--- src/rtl/dfdd_pkg.sv ---
// rtl/dfdd_pkg.sv - shared widths, pixel record and floating-point helpers for the depth output path
package dfdd_pkg;

    localparam int DFDD_IMG_WIDTH  = 640;
    localparam int DFDD_IMG_HEIGHT = 480;
    localparam int DFDD_EXP_WIDTH  = 8;
    localparam int DFDD_FRAC_WIDTH = 23;
    localparam int FP_MAX_WIDTH    = 64;

    function automatic int fp_width(input int exp_w, input int frac_w);
        return 1 + exp_w + frac_w;
    endfunction

    localparam int DFDD_FP_WIDTH = fp_width(DFDD_EXP_WIDTH, DFDD_FRAC_WIDTH);

    typedef struct packed {
        logic [DFDD_FP_WIDTH-1:0] z;
        logic [DFDD_FP_WIDTH-1:0] c;
        logic [15:0]              col;
        logic [15:0]              row;
        logic                     conf;
        logic                     sof;
        logic                     eof;
    } pixel_out_t;

    // Operands arrive zero-extended into a 64-bit container so one helper serves any FP format.
    function automatic logic is_nan(input logic [FP_MAX_WIDTH-1:0] v, input int exp_w, input int frac_w);
        logic [FP_MAX_WIDTH-1:0] exp_mask;
        logic [FP_MAX_WIDTH-1:0] frac_mask;
        frac_mask = (64'd1 << frac_w) - 64'd1;
        exp_mask  = ((64'd1 << exp_w) - 64'd1) << frac_w;
        return ((v & exp_mask) == exp_mask) && ((v & frac_mask) != '0);
    endfunction

    function automatic logic fp_mag_ge(input logic [FP_MAX_WIDTH-1:0] a,
                                       input logic [FP_MAX_WIDTH-1:0] b,
                                       input int fp_w);
        logic [FP_MAX_WIDTH-1:0] mag_mask;
        mag_mask = (64'd1 << (fp_w - 1)) - 64'd1;
        return (a & mag_mask) >= (b & mag_mask);
    endfunction

endpackage

--- src/rtl/dfdd_stream_fifo.sv ---
// rtl/dfdd_stream_fifo.sv - show-ahead synchronous FIFO with full/empty flags
module dfdd_stream_fifo #(
    parameter int WIDTH = 8,
    parameter int DEPTH = 8
) (
    input  logic             clk_i,
    input  logic             rst_i,
    input  logic             wr_i,
    input  logic [WIDTH-1:0] wdata_i,
    input  logic             rd_i,
    output logic [WIDTH-1:0] rdata_o,
    output logic             full_o,
    output logic             empty_o
);
    localparam int AW = $clog2(DEPTH);

    logic [WIDTH-1:0] mem_q [DEPTH];
    logic [AW-1:0]    wr_ptr_q, wr_ptr_d;
    logic [AW-1:0]    rd_ptr_q, rd_ptr_d;
    logic [AW:0]      count_q, count_d;
    logic             do_wr, do_rd;

    assign full_o  = (count_q == (AW+1)'(DEPTH));
    assign empty_o = (count_q == '0);
    assign do_rd   = rd_i && !empty_o;
    assign do_wr   = wr_i && (!full_o || do_rd);
    assign rdata_o = mem_q[rd_ptr_q];

    always_comb begin
        wr_ptr_d = wr_ptr_q;
        rd_ptr_d = rd_ptr_q;
        count_d  = count_q;
        if (do_wr) begin
            wr_ptr_d = wr_ptr_q + 1'b1;
        end
        if (do_rd) begin
            rd_ptr_d = rd_ptr_q + 1'b1;
        end
        if (do_wr && !do_rd) begin
            count_d = count_q + 1'b1;
        end else if (do_rd && !do_wr) begin
            count_d = count_q - 1'b1;
        end
    end

    always_ff @(posedge clk_i or negedge rst_i) begin
        if (!rst_i) begin
            wr_ptr_q <= '0;
            rd_ptr_q <= '0;
            count_q  <= '0;
        end else begin
            wr_ptr_q <= wr_ptr_d;
            rd_ptr_q <= rd_ptr_d;
            count_q  <= count_d;
        end
    end

    always_ff @(posedge clk_i) begin
        if (do_wr) begin
            mem_q[wr_ptr_q] <= wdata_i;
        end
    end

endmodule

--- src/rtl/z_c_output_stage.sv ---
// rtl/z_c_output_stage.sv - confidence mask, raster check and show-ahead output FIFO
// DFDD_CONF_MASK_EN enables confidence thresholding and depth masking.
module z_c_output_stage
    import dfdd_pkg::*;
#(
    parameter int EXP_WIDTH    = DFDD_EXP_WIDTH,
    parameter int FRAC_WIDTH   = DFDD_FRAC_WIDTH,
    parameter int IMG_WIDTH    = DFDD_IMG_WIDTH,
    parameter int IMG_HEIGHT   = DFDD_IMG_HEIGHT,
    parameter int FIFO_DEPTH   = 8,
    parameter int FP_WIDTH_REG = fp_width(EXP_WIDTH, FRAC_WIDTH)
) (
    input  logic                    clk_i,
    input  logic                    rst_i,
    input  logic [FP_WIDTH_REG-1:0] z_i,
    input  logic [FP_WIDTH_REG-1:0] c_i,
    input  logic [15:0]             col_i,
    input  logic [15:0]             row_i,
    input  logic                    valid_i,
    input  logic [FP_WIDTH_REG-1:0] thresh_i,
    input  logic                    clear_i,
    output logic [FP_WIDTH_REG-1:0] z_o,
    output logic [FP_WIDTH_REG-1:0] c_o,
    output logic [15:0]             col_o,
    output logic [15:0]             row_o,
    output logic                    conf_o,
    output logic                    sof_o,
    output logic                    eof_o,
    output logic                    valid_o,
    input  logic                    ready_i,
    output logic                    overflow_o,
    output logic                    frame_err_o,
    output logic [15:0]             frame_count_o
);
    typedef struct packed {
        logic [FP_WIDTH_REG-1:0] z;
        logic [FP_WIDTH_REG-1:0] c;
        logic [15:0]             col;
        logic [15:0]             row;
        logic                    conf;
        logic                    sof;
        logic                    eof;
    } entry_t;

    localparam int ENTRY_W = $bits(entry_t);

    logic                    conf;
    logic [FP_WIDTH_REG-1:0] z_sel;

`ifdef DFDD_CONF_MASK_EN
    logic [FP_MAX_WIDTH-1:0] c_ext, t_ext;
    assign c_ext = FP_MAX_WIDTH'(c_i);
    assign t_ext = FP_MAX_WIDTH'(thresh_i);
    assign conf  = !c_i[FP_WIDTH_REG-1] && !is_nan(c_ext, EXP_WIDTH, FRAC_WIDTH)
                   && fp_mag_ge(c_ext, t_ext, FP_WIDTH_REG);
    assign z_sel = conf ? z_i : '0;
`else
    logic unused_thresh;
    assign unused_thresh = ^thresh_i;
    assign conf  = 1'b1;
    assign z_sel = z_i;
`endif

    logic        sof, eof, pos_err;
    logic [15:0] exp_col_q, exp_col_d, exp_row_q, exp_row_d;
    logic [15:0] frame_count_q, frame_count_d;
    logic        overflow_q, overflow_d, frame_err_q, frame_err_d;
    logic        s1_valid_q;
    entry_t      s1_q, s1_d;

    assign sof     = (col_i == '0) && (row_i == '0);
    assign eof     = (col_i == 16'(IMG_WIDTH - 1)) && (row_i == 16'(IMG_HEIGHT - 1));
    assign pos_err = valid_i && ((col_i != exp_col_q) || (row_i != exp_row_q));
    assign s1_d    = '{z: z_sel, c: c_i, col: col_i, row: row_i, conf: conf, sof: sof, eof: eof};

    // Expected position always resyncs to the pixel just seen, so one skip raises one error.
    always_comb begin
        exp_col_d     = exp_col_q;
        exp_row_d     = exp_row_q;
        frame_count_d = frame_count_q;
        if (valid_i) begin
            if (eof) begin
                exp_col_d     = '0;
                exp_row_d     = '0;
                frame_count_d = frame_count_q + 16'd1;
            end else if (col_i == 16'(IMG_WIDTH - 1)) begin
                exp_col_d = '0;
                exp_row_d = row_i + 16'd1;
            end else begin
                exp_col_d = col_i + 16'd1;
                exp_row_d = row_i;
            end
        end
    end

    logic   fifo_full, fifo_empty, fifo_rd, fifo_wr, drop;
    entry_t fifo_rdata, head;

    assign fifo_rd     = !fifo_empty && ready_i;
    assign fifo_wr     = s1_valid_q && (!fifo_full || fifo_rd);
    assign drop        = s1_valid_q && fifo_full && !fifo_rd;
    assign overflow_d  = drop || (overflow_q && !clear_i);
    assign frame_err_d = pos_err || (frame_err_q && !clear_i);

    dfdd_stream_fifo #(
        .WIDTH (ENTRY_W),
        .DEPTH (FIFO_DEPTH)
    ) u_fifo (
        .clk_i   (clk_i),
        .rst_i   (rst_i),
        .wr_i    (fifo_wr),
        .wdata_i (s1_q),
        .rd_i    (fifo_rd),
        .rdata_o (fifo_rdata),
        .full_o  (fifo_full),
        .empty_o (fifo_empty)
    );

    always_ff @(posedge clk_i or negedge rst_i) begin
        if (!rst_i) begin
            s1_valid_q    <= 1'b0;
            s1_q          <= '0;
            exp_col_q     <= '0;
            exp_row_q     <= '0;
            frame_count_q <= '0;
            overflow_q    <= 1'b0;
            frame_err_q   <= 1'b0;
        end else begin
            s1_valid_q    <= valid_i;
            if (valid_i) begin
                s1_q <= s1_d;
            end
            exp_col_q     <= exp_col_d;
            exp_row_q     <= exp_row_d;
            frame_count_q <= frame_count_d;
            overflow_q    <= overflow_d;
            frame_err_q   <= frame_err_d;
        end
    end

    // Data outputs read as zero while nothing is queued.
    assign head          = fifo_empty ? '0 : fifo_rdata;
    assign valid_o       = !fifo_empty;
    assign z_o           = head.z;
    assign c_o           = head.c;
    assign col_o         = head.col;
    assign row_o         = head.row;
    assign conf_o        = head.conf;
    assign sof_o         = head.sof;
    assign eof_o         = head.eof;
    assign overflow_o    = overflow_q;
    assign frame_err_o   = frame_err_q;
    assign frame_count_o = frame_count_q;

endmodule

--- config.mk ---
export PLATFORM = sky130hd
export DESIGN_NAME = z_c_output_stage
export DESIGN_NICKNAME = d
export VERILOG_FILES = /design/src/rtl/dfdd_pkg.sv /design/src/rtl/dfdd_stream_fifo.sv /design/src/rtl/z_c_output_stage.sv
export SDC_FILE = /design/constraint.sdc
export NUM_CORES = 1
export LEC_CHECK = 0
export ABC_AREA = 0
export CAP_MARGIN = 40
export CORE_ASPECT_RATIO = 2
export CORE_MARGIN = 4
export CORE_UTILIZATION = 40
export DETAILED_ROUTE_END_ITERATION = 12
export SKIP_CTS_REPAIR_TIMING = 1
export SLEW_MARGIN = 20
export SYNTH_ARGS = -nofsm -noshare
export SYNTH_HDL_FRONTEND = slang
export SYNTH_SLANG_ARGS = --single-unit
export TNS_END_PERCENT = 1
--- constraint.sdc ---
create_clock -name clk_i -period 9.6 [get_ports clk_i]
set_input_delay 2.4 -clock clk_i [delete_from_list [all_inputs] [get_ports clk_i]]
set_output_delay 2.4 -clock clk_i [all_outputs]
set_load 0.02 [all_outputs]
; After elaboration in Yosys (flattened, before gate mapping)
; Memory sizes are Yosys's and may differ from the RTL's.
; Cells that the tools add are included.
[word_totals]
rom_bits = 0
ff_bits = 160
latch_bits = 0
input_bits = 133
ram_bits = 792
output_inout_bits = 118
mem_count = 1
wordCells = 67
[memory_table]
columns = name, depth, word_bits, rd, rd_clocked_by_memory_dff, wr, line_no
row1 = u_fifo.mem_q, 8, 99, 1, 0, 1, dfdd_stream_fifo.sv:17  ; logic [WIDTH-1:0] mem_q [DEPTH];
[classes]
n_bitwise = 0
eq_ne = 5
multipliers = 0
n_shift = 0
add_sub_neg = 7
n_mux = 9
n_reduce_logical = 29
n_div = 0
n_lt_le_gt_ge = 0
[op_table]
columns = operator, count
row1 = 99-bit two-way mux, 1
row2 = 16-bit two-way mux, 4
row3 = 16-bit by 1-bit adder with 16-bit output (second input constant), 3
row4 = 16-bit logical NOT, 2
row5 = 16-bit inequality test, 2
row6 = 16-bit by 10-bit equality test with 1-bit output (second input constant), 1
row7 = 16-bit by 9-bit equality test with 1-bit output (second input constant), 1
row8 = 1-bit logical AND, 13
row9 = 4-bit two-way mux, 2
row10 = 3-bit by 1-bit adder with 3-bit output (second input constant), 2
row11 = 1-bit logical NOT, 6
row12 = 1-bit logical OR, 5
row13 = 4-bit by 1-bit adder with 4-bit output (second input constant), 1
row14 = 4-bit equality test (second input constant), 1
row15 = 4-bit logical NOT, 1
row16 = 4-bit by 1-bit subtractor with 4-bit output (second input constant), 1
row17 = 1-bit two-way mux, 2
row18 = 2-bit AND reduction, 1
row19 = 2-bit nonzero test, 1

; Logic depth before layout (Yosys ltp)
; Gate-level depths: netlist (run 1).
[logic_depth]
depth_word = 10
ltp_mapped = 12

; By module
; A second synthesis (run 1) with hierarchy kept.
[unflattened]
hier_cells = 1886
hier_area_um2 = 38276.7
[modules_own_cells]
columns = module, cells_each, area_each_um2, instances
row1 = dfdd_stream_fifo, 1207, 30750.7, 1
row2 = z_c_output_stage, 679, 7526.0, 1

; Least setup slack after synthesis (run 1)
; OpenSTA, ideal clock, no wires.
[synth_path]
path_kind = input-to-reg
startpoint = input port ready_i
endpoint = memory u_fifo.mem_q[0][0] (netlist name), enable pin
required_ps = 8922
t_arrival_ps = 9660
setup_ps = 678
path_buffers = 1
stages = 5
path_slack_ps = -738
cell_sequence = nand3b_1 and2_1 clkbuf_1 nand2b_1 nor3_1
[synth_between]
elab_chain_len = 6
elab_cells_between_ends = 8
cone_classes = 2 x mux / 6 x reduce/logical
[synth_rtl]
columns = element, line_no
row1 = from (decl), z_c_output_stage.sv:30  ; input logic ready_i,
row2 = 1-bit logical AND *, z_c_output_stage.sv:99  ; assign fifo_rd = !fifo_empty && ready_i;
row3 = 1-bit logical OR / 1-bit logical AND (equally long branches), "z_c_output_stage.sv:100, dfdd_stream_fifo.sv:25"
row4 = 1-bit logical AND / 1-bit logical OR (equally long branches), "z_c_output_stage.sv:100, dfdd_stream_fifo.sv:26"
row5 = 1-bit logical AND *, dfdd_stream_fifo.sv:26  ; assign do_wr = wr_i && (!full_o || do_rd);
row6 = net u_fifo.do_wr, dfdd_stream_fifo.sv:21  ; logic do_wr, do_rd;
row7 = 1-bit two-way mux *, dfdd_stream_fifo.sv:59  ; if (do_wr) begin
row8 = 1-bit two-way mux (implied by the code) *, dfdd_stream_fifo.sv:60  ; mem_q[wr_ptr_q] <= wdata_i;
row9 = to (decl), dfdd_stream_fifo.sv:17
; Mark *: on every way through the listed nets, which the timed path passes. The rest lies on a longest branch.

; Worst setup path after layout (run 1)
[layout_path]
startpoint = register u_fifo.rd_ptr_q[1]
endpoint = output port z_o[23]
[layout_between]
elab_chain_len = 2
[layout_rtl]
columns = element, line_no
row1 = from (decl), dfdd_stream_fifo.sv:19  ; logic [AW-1:0] rd_ptr_q, rd_ptr_d;
row2 = from (signal assigned), dfdd_stream_fifo.sv:53  ; rd_ptr_q <= rd_ptr_d;
row3 = memory 8 x 99 bit, n/a
row4 = 99-bit two-way mux, z_c_output_stage.sv:142  ; assign head = fifo_empty ? '0 : fifo_rdata;
row5 = to (decl), z_c_output_stage.sv:22  ; output logic [FP_WIDTH_REG-1:0] z_o,
; No other way between the ends.

==> results_dict.tcl, run 1 <==
set metrics [dict create \
    vias_per_cell 5.35 \
    synthMuxAreaShare 0.177 \
    min_period_over_period 0.651 \
    start_kind "flip-flop" \
    critPathRequiredTime_ps 7200 \
    die_h_um 439 \
    cts_max_level 3 \
    antenna_found_initial 2 \
    gp_congestion 0.802 \
    fillers 7774 \
    drt-initial-drc-count 1173 \
    seq_area_frac_synth 0.746 \
    worst_pin_slew_ps 976 \
    dieArea_sq_mm 0.0983 \
    pre_cts_slack_ps 3910 \
    stdcell_area_sq_mm 0.0441 \
    syn_nets 2013 \
    syn_area_sq_mm 0.0372 \
    layout-drive-gt1-share 0.228 \
    slew_headroom 0.350 \
    crit_fanout 49 \
    wl_per_cell_um 25.4 \
    outcome "completed" \
    placed_area_sq_mm 0.0411 \
    cts_tree "built" \
    grt_usage 0.178 \
    routed_wl_um 86200 \
    grt_max_degree 121 \
    drc 0 \
    via_count 18100 \
    fin_util 0.477 \
    clk_latency_ps 650 \
    ys_ff_latch 952 \
    synth_cells 1869 \
    ff_latch_area_sq_mm 0.0278 \
    fin_cells 3392 \
    grt_pass1_vias 20100 \
    grt_first_pass_wirelength_um 130000 \
    cts-buffers-inserted 84 \
    multi_input_area_sq_mm 0.00898 \
    placedCellCount 3226 \
    synthAdderAreaFrac 0.00390 \
    slew_viol_final 0 \
    rsz0062_at_grt "no" \
    die_width_um 224 \
    gr-total-overflow 0 \
    clock-sinks 952 \
    ios 251 \
    clkTransAtPathRegs_ps 70 \
    endpoint_kind "primary output" \
    cts_root_buf "clkbuf_16" \
    dp_hpwl_um 48300 \
    syn_avg_cell_area_sq_um 19.9 \
    synthXorXnorAreaFrac 0.0193 \
    yosysWarnings 0 \
    cp_data_arrival_time_ps 3850 \
    ys.flop_type "edfxtp_1" \
    cts_buffer_depth 3 \
    setup_violations 0 \
    hold_viol_final 0 \
    synth_compound_gate_area_share 0.00608 \
    fmax_mhz 160 \
    power.total_mw 13.3 \
    setup_slack_ps 3350 \
    row_count 158 \
    nNetsFinal 2264 \
    min_path_type "reg -> reg" \
    crit_type "reg -> out" \
    synthSimpleGateAreaFrac 0.0332 \
    holdWs_ps 474 \
    core_sq_mm 0.0925 \
    tns_ps 0 \
    synth_top_family_by_area "multiplexers" \
    initial_utilization 0.402 \
    drt-pass1-iter-count 5 \
    ant_nets 0 \
    area_growth_pct 18.5 \
    port_buffers 218 \
    cap_violations 0 \
    fin_worst_skew_ps 23.1 \
    max-vdd-ir-drop_v 0.000235 \
    p_leak_nw 14.9 \
    synthDistinctLibCells 39 \
    synth-edff-count 792 \
    powerDensity_mw_per_mm2 301 \
    async_flop_share 0.168 \
    period_minus_slack_ps 6250 \
]
[cell type report]
type / count / area share
sequential: 952 / 0.630
multi-input combinational: 789 / 0.204
timing repair buffer: 266 / 0.0656
clock buffer: 113 / 0.0529
tap: 1200 / 0.0340
clock inverter: 44 / 0.0115
inverter: 27 / 0.00230
antenna: 1 / 0.0000567
[routing by layer]
layer	part of all wire	vias up	global-route usage	wire length [um]
met5	0	-	0	0
met4	0.027	0	0.0556	2330
met3	0.043	126	0.0314	3730
met2	0.54	434	0.326	46200
met1	0.39	9668	0.212	33900
li1	-	7908	-	-
[path summary, 6_finish.rpt]
path	endpoint	slack [ps]	cells past startpoint	startpoint
min in group asynchronous	s1_q[15]	1710	1	rst_i
worst min-delay path	frame_count_o[15]	470	1	frame_count_o[15]
worst max-delay path	z_o[23]	3350	6	u_fifo.rd_ptr_q[1]
worst max register to register	u_fifo.count_q[3]	6560	12	u_fifo.count_q[3]
max in group asynchronous	u_fifo.rd_ptr_q[0]	6540	2	rst_i
worst min register to register	frame_count_o[15]	470	1	frame_count_o[15]
[layout by cell type, fill, tap and decap left out, types with 9 or more instances in the layout]
cell / count
xnor2_1: 33
nor2_1: 131
buf_16: 12
a21oi_1: 21
buf_4: 27
nand2_1: 30
mux2i_1: 99
clkbuf_1: 19
nor4_1: 19
nand4_1: 10
inv_1: 27
clkbuf_8: 9
edfxtp_1: 792
bufinv_16: 10
clkdlybuf4s50_1: 216
mux4_2: 198
ha_1: 10
nand3_1: 16
mux2_2: 101
nor3_1: 15
clkinv_2: 17
clkbuf_16: 86
dfrtp_1: 157
xor2_1: 49
o22ai_1: 10
[cells in the mapped netlist (all sizes together) (8+ instances only)]
library cell / instances / share of area
edfxtp: 792 / 0.64
nand3: 16 / 0.0022
mux2i: 99 / 0.027
inv: 27 / 0.0027
dfrtp: 160 / 0.11
xor2: 49 / 0.012
mux2: 101 / 0.031
nand4: 11 / 0.0023
and3: 8 / 0.0013
o22ai: 10 / 0.0017
nor2: 137 / 0.014
nor3: 17 / 0.0023
ha: 10 / 0.0034
a21oi: 21 / 0.0028
nand2: 30 / 0.0030
clkbuf: 69 / 0.0070
buf: 32 / 0.0044
nor4: 25 / 0.0055
xnor2: 33 / 0.0078
mux4: 198 / 0.12
[kinds of logic after synthesis]
group | count (synthesis)
AO/OA/AOI/OAI | 41
adder cells (fa/ha/maj) | 11
buffers and inverters | 128
AND/OR/NAND/NOR | 257
flip-flops | 952
XOR/XNOR | 82
multiplexers | 398
[where the power goes]
| group | total (mW) | internal (mW) | leakage (nW) | switching [mW] |
|---|---|---|---|---|
| logic | 4.39 | 2.03 | 4.48 | 2.36 |
| clock network | 3.48 | 1.99 | 1.39 | 1.49 |
| registers | 5.40 | 5.14 | 9.06 | 0.256 |
| total | 13.3 | 9.16 | 14.9 | 4.11 |
[worst max-delay path: stages (launching register included)]
cell and delay [ps]:
dfrtp_4 810, buf_16 320, buf_4 650, mux4_2 350
mux2i_1 80, nor2_1 280, clkdlybuf4s50_1 670
[registers in the layout, indices dropped and copies added (netlist names)]
name             count
s1_q                99
overflow_o           1
u_fifo.rd_ptr_q      3
frame_count_o       16
u_fifo.wr_ptr_q      3
u_fifo.count_q       4
u_fifo.mem_q       792
exp_row_q           16
frame_err_o          1
exp_col_q           16
s1_valid_q           1
(Power assumes the default switching activity.)
==> run 2: changes to the inputs <==
- clock period: 9.6 -> 5.2 ns (I/O delays scaled with it)
==> run 2 against run 1 <==
  * Clock skew grew 1.8 ps
  * Critical endpoint is now z_o[28]
  * Global-route usage is essentially flat
  * Highest routed layer unchanged
  * Setup slack lost 2700 ps
  * Via count grew 0.15%
  * Hold slack gained 13 ps
==> results_dict.tcl, run 2 (synthesis results as in run 1) <==
set metrics [dict create \
    grt_max_degree 86 \
    initial_utilization 0.402 \
    slew_headroom 0.419 \
    largest_reg_flops 792 \
    cpPeakStageDelay_ps 720 \
    placed_area_sq_mm 0.0412 \
    dp_hpwl_um 47400 \
    cts_root_buf "clkbuf_16" \
    multi_input_area_sq_mm 0.00899 \
    cp.depth 5 \
    max-vdd-ir-drop_v 0.000447 \
    ant_nets 0 \
    slew_viol_final 0 \
    reg2reg_depth 13 \
    gp_congestion 0.822 \
    drt-pass1-iter-count 5 \
    cts_buffer_depth 3 \
    grt_pass1_vias 20200 \
    grt_first_pass_wirelength_um 130000 \
    r2r-start "u_fifo.count_q[3]" \
    fin_worst_skew_ps 24.8 \
    wl_per_cell_um 25.5 \
    critical_path.startpoint "u_fifo.rd_ptr_q[0]" \
    final_common_cell "edfxtp_1" \
    powerDensity_mw_per_mm2 556 \
    dieArea_sq_mm 0.0983 \
    crit_fanout 46 \
    vias_per_cell 5.37 \
    cts-buffers-inserted 84 \
    die_h_um 439 \
    tns_ps 0 \
    cts_max_level 3 \
    start_kind "flip-flop" \
    row_count 158 \
    critPathRequiredTime_ps 3900 \
    crit_end "z_o[28]" \
    r2r_end "u_fifo.count_q[3]" \
    ios 251 \
    top_regs "u_fifo.mem_q: 792 flops, s1_q: 99 flops" \
    cts_tree "built" \
    gr-total-overflow 0 \
    p_leak_nw 14.8 \
    routed_wl_um 86500 \
    fillers 7730 \
    crit_family "buffers and inverters" \
    critical_path_buf_inv_count 2 \
    cap_violations 0 \
    port_buffers 218 \
    crit_type "reg -> out" \
    ff_latch_area_sq_mm 0.0278 \
    largest-register "u_fifo.mem_q" \
    grt_usage 0.178 \
    rrSetupSlack_ps 2210 \
    clock-sinks 952 \
    setup_violations 0 \
    period_minus_slack_ps 4590 \
    outcome "completed" \
    cp_data_arrival_time_ps 3290 \
    drc 0 \
    area_growth_pct 18.3 \
    layout.cells.most_common_list "edfxtp_1, clkdlybuf4s50_1, mux4_2" \
    critPathSlowestCell "dfrtp_4" \
    clk_latency_ps 670 \
    min_path_type "reg -> reg" \
    clkTransAtPathRegs_ps 70 \
    via_count 18200 \
    core_sq_mm 0.0925 \
    worstPathCellList "buf_12 -> mux4_2 -> mux2i_1 -> nor2_1 -> clkdlybuf4s50_1" \
    drt-initial-drc-count 1099 \
    antenna_found_initial 3 \
    worst_pin_slew_ps 872 \
    hold_viol_final 0 \
    min_period_over_period 0.883 \
    nNetsFinal 2257 \
    stdcell_area_sq_mm 0.0440 \
    endpoint_kind "primary output" \
    rsz0062_at_grt "no" \
    die_width_um 224 \
    layout-drive-gt1-share 0.225 \
    fmax_mhz 218 \
]
## run 2: changes by cell type in the layout (fill, tap and decap cells not counted), moves of 2 or more
cell and delta:
buf_12 +16, buf_16 -11, buf_4 -11, clkinv_1 -3
clkinv_2 -10, clkinv_4 +6, clkinvlp_4 +2, diode_2 +2
inv_6 +3
## run 2: where the power goes
group	switching [mW]	internal, mW
Clock	2.80	3.62
Sequential	0.544	9.50
Combinational	4.29	3.73
Total	7.63	16.8
## run 2: worst register-to-register path, cell delays in order, from the launching register on
cell and delay, ps:
dfrtp_1 420, nor4_2 370, buf_4 240, buf_12 280
inv_1 150, nand2_1 170, ha_1 210, inv_1 90
ha_1 280, a21o_1 160, a21oi_1 180, xnor2_1 130
nor2_1 60, xor2_1 140
## run 2: how the worst min path moves through the flow
stage                      startpoint           endpoint  cells after the start  slack [ps]
floorplan           u_fifo.count_q[3]  u_fifo.count_q[3]                      1         460
global placement    frame_count_o[15]  frame_count_o[15]                      1         470
detailed placement  frame_count_o[15]  frame_count_o[15]                      1         470
CTS                 frame_count_o[15]  frame_count_o[15]                      1         480
global route                    rst_i           s1_q[97]                      1         480
finish              frame_count_o[15]  frame_count_o[15]                      1         490
## run 2: cell type report
| class | count | area share |
|---|---|---|
| well taps | 1200 | 0.0341 |
| repair buffers | 259 | 0.0639 |
| diodes | 3 | 0.000170 |
| clock buffers | 113 | 0.0525 |
| multi-input cells | 789 | 0.204 |
| inverters | 27 | 0.00230 |
| flip-flops and latches | 952 | 0.631 |
| clock inverters | 42 | 0.0119 |
## run 2: metrics by stage
step                setup WS, ps  instances  hold slack [ps]  utilization  power, mW
floorplan                  -1380       1869              464            -       15.0
global placement            1140       3224              465        0.445       18.3
detailed placement          1120       3225              468        0.445       18.5
CTS                          454       3380              484        0.476       25.0
global route                 388       3383              485        0.476       25.7
finish                       606       3385              487        0.476       24.5
## run 2: layer usage
metal | vias to the layer above | wire length [um] | GRT usage | share of wire
met2 | 446 | 47000 | 0.327 | 0.54
met3 | 121 | 3870 | 0.0335 | 0.045
met5 | - | 0 | 0 | 0
met1 | 9705 | 33400 | 0.210 | 0.39
met4 | 0 | 2150 | 0.0540 | 0.025
li1 | 7892 | - | - | -
==> run 3: changes to the inputs <==
- ABC_CLOCK_PERIOD_IN_PS: default -> 5200
==> results of run 3 <==
No change in the layout: final DEF, timing and power equal those of run 2.
